**config.mk**
```make
export PLATFORM = sky130hd
export DESIGN_NAME = lsu_ctrl
export DESIGN_NICKNAME = d
export VERILOG_FILES = /design/src/rtl/lsu_pkg.sv /design/src/rtl/load_align_ext.sv /design/src/rtl/lsu_ctrl.sv
export SDC_FILE = /design/constraint.sdc
export NUM_CORES = 1
export LEC_CHECK = 0
export CORE_ASPECT_RATIO = 1.2
export CORE_MARGIN = 3
export CORE_UTILIZATION = 46
export CTS_BUF_LIST = sky130_fd_sc_hd__clkbuf_8 sky130_fd_sc_hd__clkbuf_16
export DETAILED_ROUTE_END_ITERATION = 10
export PLACE_DENSITY = 0.88
export SETUP_SLACK_MARGIN = 0.15
export SLEW_MARGIN = 20
export SYNTH_ARGS = -nofsm -noshare
export SYNTH_HDL_FRONTEND = slang
export SYNTH_SLANG_ARGS = --single-unit
export TNS_END_PERCENT = 10
```
**constraint.sdc**
```tcl
create_clock -name clk -period 4.1 [get_ports clk]
set_input_delay 1.23 -clock clk [delete_from_list [all_inputs] [get_ports clk]]
set_output_delay 1.23 -clock clk [all_outputs]
set_load 0.02 [all_outputs]
```
**src/rtl/lsu_pkg.sv**
```systemverilog
// Shared types and helpers for the load/store controller: FSM states, funct3
// size codes, byte-enable and lane-replication helpers.
package lsu_pkg;

    typedef enum logic [1:0] {
        IDLE,
        REQ,
        WAIT_R,
        DONE
    } lsu_state_e;

    localparam logic [2:0] SZ_B  = 3'b000;
    localparam logic [2:0] SZ_H  = 3'b001;
    localparam logic [2:0] SZ_W  = 3'b010;
    localparam logic [2:0] SZ_BU = 3'b100;
    localparam logic [2:0] SZ_HU = 3'b101;

    // Codes 011, 110 and 111 fall through to word accesses.
    function automatic logic is_byte(input logic [2:0] sz);
        return (sz[1:0] == 2'b00);
    endfunction

    function automatic logic is_half(input logic [2:0] sz);
        return (sz[1:0] == 2'b01);
    endfunction

    function automatic logic is_misaligned(input logic [2:0] sz, input logic [1:0] off);
        if (is_byte(sz))
            return 1'b0;
        else if (is_half(sz))
            return off[0];
        else
            return (off != 2'b00);
    endfunction

    // Lane offset actually used: misaligned low bits are dropped.
    function automatic logic [1:0] eff_offset(input logic [2:0] sz, input logic [1:0] off);
        if (is_byte(sz))
            return off;
        else if (is_half(sz))
            return {off[1], 1'b0};
        else
            return 2'b00;
    endfunction

    function automatic logic [3:0] byte_en(input logic [2:0] sz, input logic [1:0] off);
        if (is_byte(sz))
            return 4'b0001 << off;
        else if (is_half(sz))
            return 4'b0011 << off;
        else
            return 4'b1111;
    endfunction

    function automatic logic [31:0] replicate(input logic [2:0] sz, input logic [31:0] wd);
        if (is_byte(sz))
            return {4{wd[7:0]}};
        else if (is_half(sz))
            return {2{wd[15:0]}};
        else
            return wd;
    endfunction

endpackage

```
**src/rtl/load_align_ext.sv**
```systemverilog
// Combinational load alignment: shifts the addressed lane down to bit 0 and
// sign/zero-extends it according to the funct3 size code.
module load_align_ext
    import lsu_pkg::*;
(
    input  logic [31:0] rdata,
    input  logic [1:0]  offset,
    input  logic [2:0]  size,
    output logic [31:0] ext_data
);

    logic [31:0] w_shifted;

    assign w_shifted = rdata >> {offset, 3'b000};

    always_comb begin
        ext_data = w_shifted;
        case (size)
            SZ_B:    ext_data = {{24{w_shifted[7]}}, w_shifted[7:0]};
            SZ_BU:   ext_data = {24'h000000, w_shifted[7:0]};
            SZ_H:    ext_data = {{16{w_shifted[15]}}, w_shifted[15:0]};
            SZ_HU:   ext_data = {16'h0000, w_shifted[15:0]};
            default: ext_data = w_shifted;
        endcase
    end

endmodule

```
**src/rtl/lsu_ctrl.sv**
```systemverilog
// Load/store controller between the core memory stage and a req/gnt/rvalid
// data-memory port. Define LSU_MISALIGN_TRAP_EN to trap misaligned accesses.
module lsu_ctrl
    import lsu_pkg::*;
#(
    parameter int AW = 32,
    parameter int DW = 32
) (
    input  logic          clk,
    input  logic          rst,
    input  logic          ld_req,
    input  logic          st_req,
    input  logic [AW-1:0] addr,
    input  logic [DW-1:0] wdata,
    input  logic [2:0]    size,
    output logic          lsu_stall,
    output logic [DW-1:0] ld_data,
    output logic          done,
    output logic          misalign_exc,
    output logic          mem_req,
    output logic          mem_we,
    output logic [AW-1:0] mem_addr,
    output logic [DW-1:0] mem_wdata,
    output logic [3:0]    mem_be,
    input  logic          mem_gnt,
    input  logic          mem_rvalid,
    input  logic [DW-1:0] mem_rdata
);

    lsu_state_e    r_state;
    logic          r_is_ld;
    logic [2:0]    r_size;
    logic [1:0]    r_off;
    logic [DW-1:0] r_ld_data;
    logic          r_done;
    logic          r_misalign;
    logic          r_mem_req;
    logic          r_mem_we;
    logic [AW-1:0] r_mem_addr;
    logic [DW-1:0] r_mem_wdata;
    logic [3:0]    r_mem_be;

    logic          w_req_any;
    logic          w_trap;
    logic [1:0]    w_off;
    logic [31:0]   w_ext;

    assign w_req_any = ld_req | st_req;
    assign w_off     = eff_offset(size, addr[1:0]);

`ifdef LSU_MISALIGN_TRAP_EN
    assign w_trap = is_misaligned(size, addr[1:0]);
`else
    assign w_trap = 1'b0;
`endif

    load_align_ext u_align (
        .rdata    (mem_rdata),
        .offset   (r_off),
        .size     (r_size),
        .ext_data (w_ext)
    );

    always_ff @(posedge clk) begin
        if (rst) begin
            r_state     <= IDLE;
            r_is_ld     <= 1'b0;
            r_size      <= SZ_W;
            r_off       <= 2'b00;
            r_ld_data   <= '0;
            r_done      <= 1'b0;
            r_misalign  <= 1'b0;
            r_mem_req   <= 1'b0;
            r_mem_we    <= 1'b0;
            r_mem_addr  <= '0;
            r_mem_wdata <= '0;
            r_mem_be    <= 4'b0000;
        end else begin
            r_done     <= 1'b0;
            r_misalign <= 1'b0;
            case (r_state)
                IDLE: begin
                    if (w_req_any) begin
                        assert (!(ld_req && st_req))
                            else $warning("lsu_ctrl: ld_req and st_req both high, store dropped");
                        // Load wins when both are raised.
                        r_is_ld     <= ld_req;
                        r_size      <= size;
                        r_off       <= w_off;
                        r_mem_we    <= ~ld_req;
                        r_mem_addr  <= {addr[AW-1:2], 2'b00};
                        r_mem_be    <= byte_en(size, w_off);
                        r_mem_wdata <= replicate(size, wdata);
                        if (w_trap) begin
                            r_state    <= DONE;
                            r_done     <= 1'b1;
                            r_misalign <= 1'b1;
                            r_ld_data  <= '0;
                        end else begin
                            r_state   <= REQ;
                            r_mem_req <= 1'b1;
                        end
                    end
                end
                REQ: begin
                    if (mem_gnt) begin
                        r_mem_req <= 1'b0;
                        if (r_is_ld) begin
                            r_state <= WAIT_R;
                        end else begin
                            r_state <= DONE;
                            r_done  <= 1'b1;
                        end
                    end
                end
                WAIT_R: begin
                    if (mem_rvalid) begin
                        r_ld_data <= w_ext;
                        r_state   <= DONE;
                        r_done    <= 1'b1;
                    end
                end
                DONE: begin
                    r_state <= IDLE;
                end
                default: begin
                    r_state <= IDLE;
                end
            endcase
        end
    end

    assign lsu_stall    = ((r_state == IDLE) && w_req_any) || (r_state == REQ) || (r_state == WAIT_R);
    assign ld_data      = r_ld_data;
    assign done         = r_done;
    assign misalign_exc = r_misalign;
    assign mem_req      = r_mem_req;
    assign mem_we       = r_mem_we;
    assign mem_addr     = r_mem_addr;
    assign mem_wdata    = r_mem_wdata;
    assign mem_be       = r_mem_be;

endmodule

```
==> results of run 1 <==
-- metrics by stage --
stage | cells | instance area, um2 | utilization | total power, mW
after floorplan | 608 | 4870 | - | 2.49
after global placement | 899 | 6930 | 0.682 | 3.24
after detailed placement | 899 | 6930 | 0.682 | 3.31
after CTS | 915 | 7230 | 0.712 | 4.19
after global routing | 915 | 7230 | 0.712 | 4.40
final | 915 | 7230 | 0.712 | 4.16
-- power breakdown --
group,leakage (nW),internal (mW),total (mW),switching (mW)
registers,0.895,1.33,1.49,0.166
clock network,0.158,0.503,0.873,0.370
logic,1.66,0.786,1.80,1.01
total,2.72,2.62,4.16,1.55
-- synth_stat cells, drive strengths merged --
cell type / instances
a2111oi: 3
a211oi: 26
a21oi: 63
a221oi: 2
a22oi: 1
a311oi: 9
a31oi: 1
and2: 1
and2b: 1
buf: 18
clkbuf: 34
conb: 1
dfxtp: 109
ha: 6
inv: 14
mux2: 8
mux2i: 27
mux4: 1
nand2: 161
nand2b: 3
nand3: 3
nand3b: 1
nor2: 48
nor2b: 4
nor3: 4
nor3b: 2
o211a: 1
o211ai: 7
o21a: 1
o21ai: 34
o21bai: 1
o221ai: 7
o311ai: 1
or2: 1
or3: 1
xor2: 1
-- placed cells by master, fill, tap and decap left out, types with 12 or more instances in the layout --
master,netlist,final
a211oi_1,24,24
a21oi_1,63,63
buf_4,3,12
clkdlybuf4s50_1,0,204
dfxtp_1,109,109
inv_1,14,16
mux2i_1,27,27
nand2_1,160,160
nor2_1,48,48
o21ai_0,34,33
-- state kept, by name (all words and copies together) (netlist names) --
| register | flops |
|---|---|
| r_is_ld | 1 |
| mem_be | 4 |
| ld_data | 32 |
| r_off | 2 |
| r_state | 2 |
| done | 1 |
| r_size | 3 |
| mem_we | 1 |
| mem_wdata | 32 |
| mem_addr | 30 |
| mem_req | 1 |
-- per-layer routing --
metal	wire, um	vias to the layer above	global-route usage
met5	0	-	0
met4	488	0	0.108
met3	1520	31	0.0838
met2	7580	222	0.437
met1	5730	2286	0.281
li1	-	2418	-
-- worst paths after layout --
check | from | endpoint | cells after the start
setup / recovery | ld_req | lsu_stall | 4
hold / removal | ld_data[6]$_SDFFE_PP0P_ | ld_data[6]$_SDFFE_PP0P_ | 2
setup reg to reg | r_off[1]$_SDFFE_PP0P_ | ld_data[9]$_SDFFE_PP0P_ | 4
hold reg to reg | ld_data[6]$_SDFFE_PP0P_ | ld_data[6]$_SDFFE_PP0P_ | 2
-- critical path, cell delays in order --
cell and delay (ns):
clkdlybuf4s50_1 0.42, o21a_2 0.22, or3_1 0.29, dlymetal6s2s_1 0.21
-- cell type report --
cell class	instances	area share
multi-input cells	433	0.331
flip-flops and latches	109	0.302
repair buffers	217	0.296
clock buffers	11	0.0349
well taps	126	0.0218
inverters	14	0.00726
clock inverters	5	0.00709
-- logic make-up (layout without fill, tap and decap cells) --
family          count (synthesis)  in the layout  share of synthesized area
simple gates                  230            230                      0.189
compound gates                157            157                      0.203
flops                         109            109                      0.449
buf+inv                        66            247                     0.0623
mux                            36             36                     0.0788
fa+ha+maj                       6              6                     0.0155
other cells                     1              3                   0.000772
xor+xnor                        1              1                    0.00180
==> metrics.yaml, run 1 <==
finalHoldViolCount: 0
r2r_slack_ns: 1.65
grt_pass1_wl_um: 24200
synth_top_area_cell: "dfxtp_1"
clk_pin_slew_ns: 0.07
rsz0062_at_grt: "false"
hold_path.class: "reg2reg"
cts_root_buf: "clkbuf_16"
required_ns: 2.87
ys_seq_area_frac: 0.449
leakagePower_nw: 2.72
wire_per_inst_um: 16.7
n_antenna_cell: 0
avgSynthCellArea_um2: 8.02
row_count: 40
period_needed_ns: 3.60
drive_above_1_share: 0.0545
multi_input_area_um2: 2390
yosys_warnings: 0
htreeDepth: 3
report.final.slew_viol_count: 0
die-area_um2: 11800
setup_violations: 0
drc: 0
status: "finished, final reports clean"
cts_resized: 0
ys_ff_latch: 109
synth_top_area_share: 0.449
synthCells: 606
portBuffers: 206
drt-total-wl_um: 15300
firstDrtPassIters: 5
crit_path_end_kind: "primary output"
ff_latch_area_um2: 2180
path_class: "in2out"
fp.dieH_um: 119
grt_max_degree: 88
grt_pass1_vias: 4853
maxSlewHeadroom: 0.352
worst_ep_arrival_time_ns: 2.37
overflow: 0
ir_drop_mv: 0.325
worstMarginPinSlew_ns: 0.971
nNetsFinal: 895
syn-cell-area_um2: 4860
io-pin-count: 210
area_delta_synth_final_pct: 48.9
skew_ns: 0.00541
clock_latency_ns: 0.34
cts_tree: "yes"
finalWorstSetupSlack_ns: 0.500
maxCapViolCount: 0
nFillCells: 764
power_density_nw_per_um2: 575
dpl.hpwl_um: 11300
die_x_um: 99.8
hold_buffers: 0
ys_types: 43
postRouteAntennaNets: 0
path_max_fanout: 2
cts_max_path_buffers: 2
grt_use_total: 0.254
tns_ns: 0
ys_top_cells_by_area: "dfxtp_1, nand2_1, a21oi_1, mux2i_1, a211oi_1"
clock_sinks: 109
start_util: 0.478
post_cts_buffers: 0
whs_ns: 0.455
place_ws_ns: 0.163
drt-initial-drc-count: 191
cp-start-kind: "input pin"
numCtsBuffers: 9
core_um2: 10200
viasPerCell: 5.42
vias: 4957
gp_congestion: 0.908
timing.fmax_mhz: 278
finalCritPeriodShare: 0.878
antenna_found_initial: 0
Note: power is estimated with default switching activity, not from simulation.
==> run 2: changes to the inputs <==
Settings changed: PLACE_DENSITY 0.88 to 0.85.
==> metrics.yaml, run 2 (synthesis results as in run 1) <==
cp-start-kind: "input pin"  # unchanged
leakagePower_nw: 2.71  # was 2.72 nW
period_needed_ns: 3.75  # was 3.60 ns
r2r_slack_ns: 1.67  # was 1.65 ns
io-pin-count: 210  # unchanged
rsz0062_at_grt: "false"  # unchanged
drc: 0  # unchanged
htreeDepth: 3  # unchanged
antenna_found_initial: 1  # was 0
min_to: "mem_addr[2]$_SDFFE_PP0P_"  # was ld_data[6]$_SDFFE_PP0P_
nNetsFinal: 895  # unchanged
drive_above_1_share: 0.0558  # was 0.0545
gp_congestion: 0.868  # was 0.908
clk_pin_slew_ns: 0.07  # about the same
required_ns: 2.87  # about the same
start_util: 0.478  # unchanged
skew_ns: 0.00554  # was 0.00541 ns
drt-total-wl_um: 15200  # was 15300 um
post_cts_buffers: 0  # unchanged
final_common_cell: "clkdlybuf4s50_1"  # unchanged
status: "finished, final reports clean"  # unchanged
die-area_um2: 11800  # unchanged
cts_resized: 1  # was 0
row_count: 40  # unchanged
worstMarginPinSlew_ns: 0.954  # was 0.971 ns
report.final.slew_viol_count: 0  # unchanged
min_from: "mem_addr[2]$_SDFFE_PP0P_"  # was ld_data[6]$_SDFFE_PP0P_
timing.fmax_mhz: 266  # was 278 MHz
finalCritPeriodShare: 0.915  # was 0.878
hold_buffers: 0  # unchanged
postRouteAntennaNets: 0  # unchanged
grt_pass1_wl_um: 24500  # was 24200 um
setup_violations: 0  # unchanged
fp.dieH_um: 119  # unchanged
finalHoldViolCount: 0  # unchanged
tns_ns: 0  # unchanged
die_x_um: 99.8  # unchanged
hold_path.class: "reg2reg"  # unchanged
path_class: "in2out"  # unchanged
reg2reg_depth: 4  # unchanged
firstDrtPassIters: 4  # was 5
cts_root_buf: "clkbuf_16"  # unchanged
crit_path_end_kind: "primary output"  # unchanged
portBuffers: 206  # unchanged
vias: 4883  # was 4957
viasPerCell: 5.33  # was 5.42
layout_common_cells: "clkdlybuf4s50_1, nand2_1, dfxtp_1"  # unchanged
placed_cell_area_um2: 6930  # unchanged
core_um2: 10200  # unchanged
cts_tree: "yes"  # unchanged
path_max_fanout: 2  # unchanged
reg2reg_from: "r_off[1]$_SDFFE_PP0P_"  # unchanged
wire_per_inst_um: 16.6  # was 16.7 um
overflow: 0  # unchanged
r2r_end: "ld_data[9]$_SDFFE_PP0P_"  # unchanged
cts_max_path_buffers: 2  # unchanged
ir_drop_mv: 0.344  # was 0.325 mV
p_total_mw: 4.17  # was 4.16 mW
area_delta_synth_final_pct: 49.1  # was 48.9%
worst_ep_arrival_time_ns: 2.52  # was 2.37 ns
fin_area_um2: 7240  # was 7230 um2
clock_sinks: 109  # unchanged
whs_path_depth: 2  # unchanged
clock_latency_ns: 0.34  # about the same
maxSlewHeadroom: 0.363  # was 0.352
power_density_nw_per_um2: 576  # was 575 nW/um2
grt_max_degree: 88  # unchanged
grt_use_total: 0.257  # was 0.254
numCtsBuffers: 9  # unchanged
drt-initial-drc-count: 299  # was 191
maxCapViolCount: 0  # unchanged
grt_pass1_vias: 4982  # was 4853
dpl.hpwl_um: 11200  # was 11300 um
## run 2: area by class of cell
cell class,instances,area (um2)
fill,833,2920
antenna,1,2.50
sequential,109,2180
timing repair buffer,217,2140
clock inverter,4,46.3
inverter,14,52.6
clock buffer,12,267
multi-input combinational,433,2390
tap,126,158
## run 2: worst max path at each step
stage,startpoint,endpoint,slack (ns),depth (start not counted)
after global placement,ld_req,lsu_stall,0.14,4
after CTS,ld_req,lsu_stall,0.34,4
after floorplan,ld_req,lsu_stall,0.77,4
after detailed placement,ld_req,lsu_stall,0.14,4
after global routing,ld_req,lsu_stall,0.29,4
final,ld_req,lsu_stall,0.35,4
## run 2: per-layer routing
metal	wire length, um	GRT usage	share of wire	vias up
met1	5590	0.270	0.37	2234
met5	0	0	0	-
met2	7550	0.442	0.50	190
met3	1520	0.0962	0.10	40
li1	-	-	-	2419
met4	567	0.126	0.037	0
## run 2: stage by stage
stage | worst slack, ns | hold WS [ns] | util | std cells
finish | 0.346 | 0.454 | 0.713 | 916
global route | 0.290 | 0.474 | 0.713 | 916
CTS | 0.344 | 0.456 | 0.713 | 915
detailed placement | 0.135 | 0.446 | 0.682 | 899
global placement | 0.135 | 0.441 | 0.682 | 899
floorplan | 0.770 | 0.466 | - | 608
## run 2: power by group
part / switching (mW) / internal [mW] / total [mW]
Combinational: 0.994 / 0.784 / 1.78
Clock: 0.380 / 0.521 / 0.900
Sequential: 0.167 / 1.33 / 1.49
Total: 1.54 / 2.63 / 4.17
## run 2: worst max-delay path, stage by stage
cell	delay, ns
clkdlybuf4s50_1	0.44
o21a_2	0.23
or3_1	0.30
dlygate4sd2_1	0.33
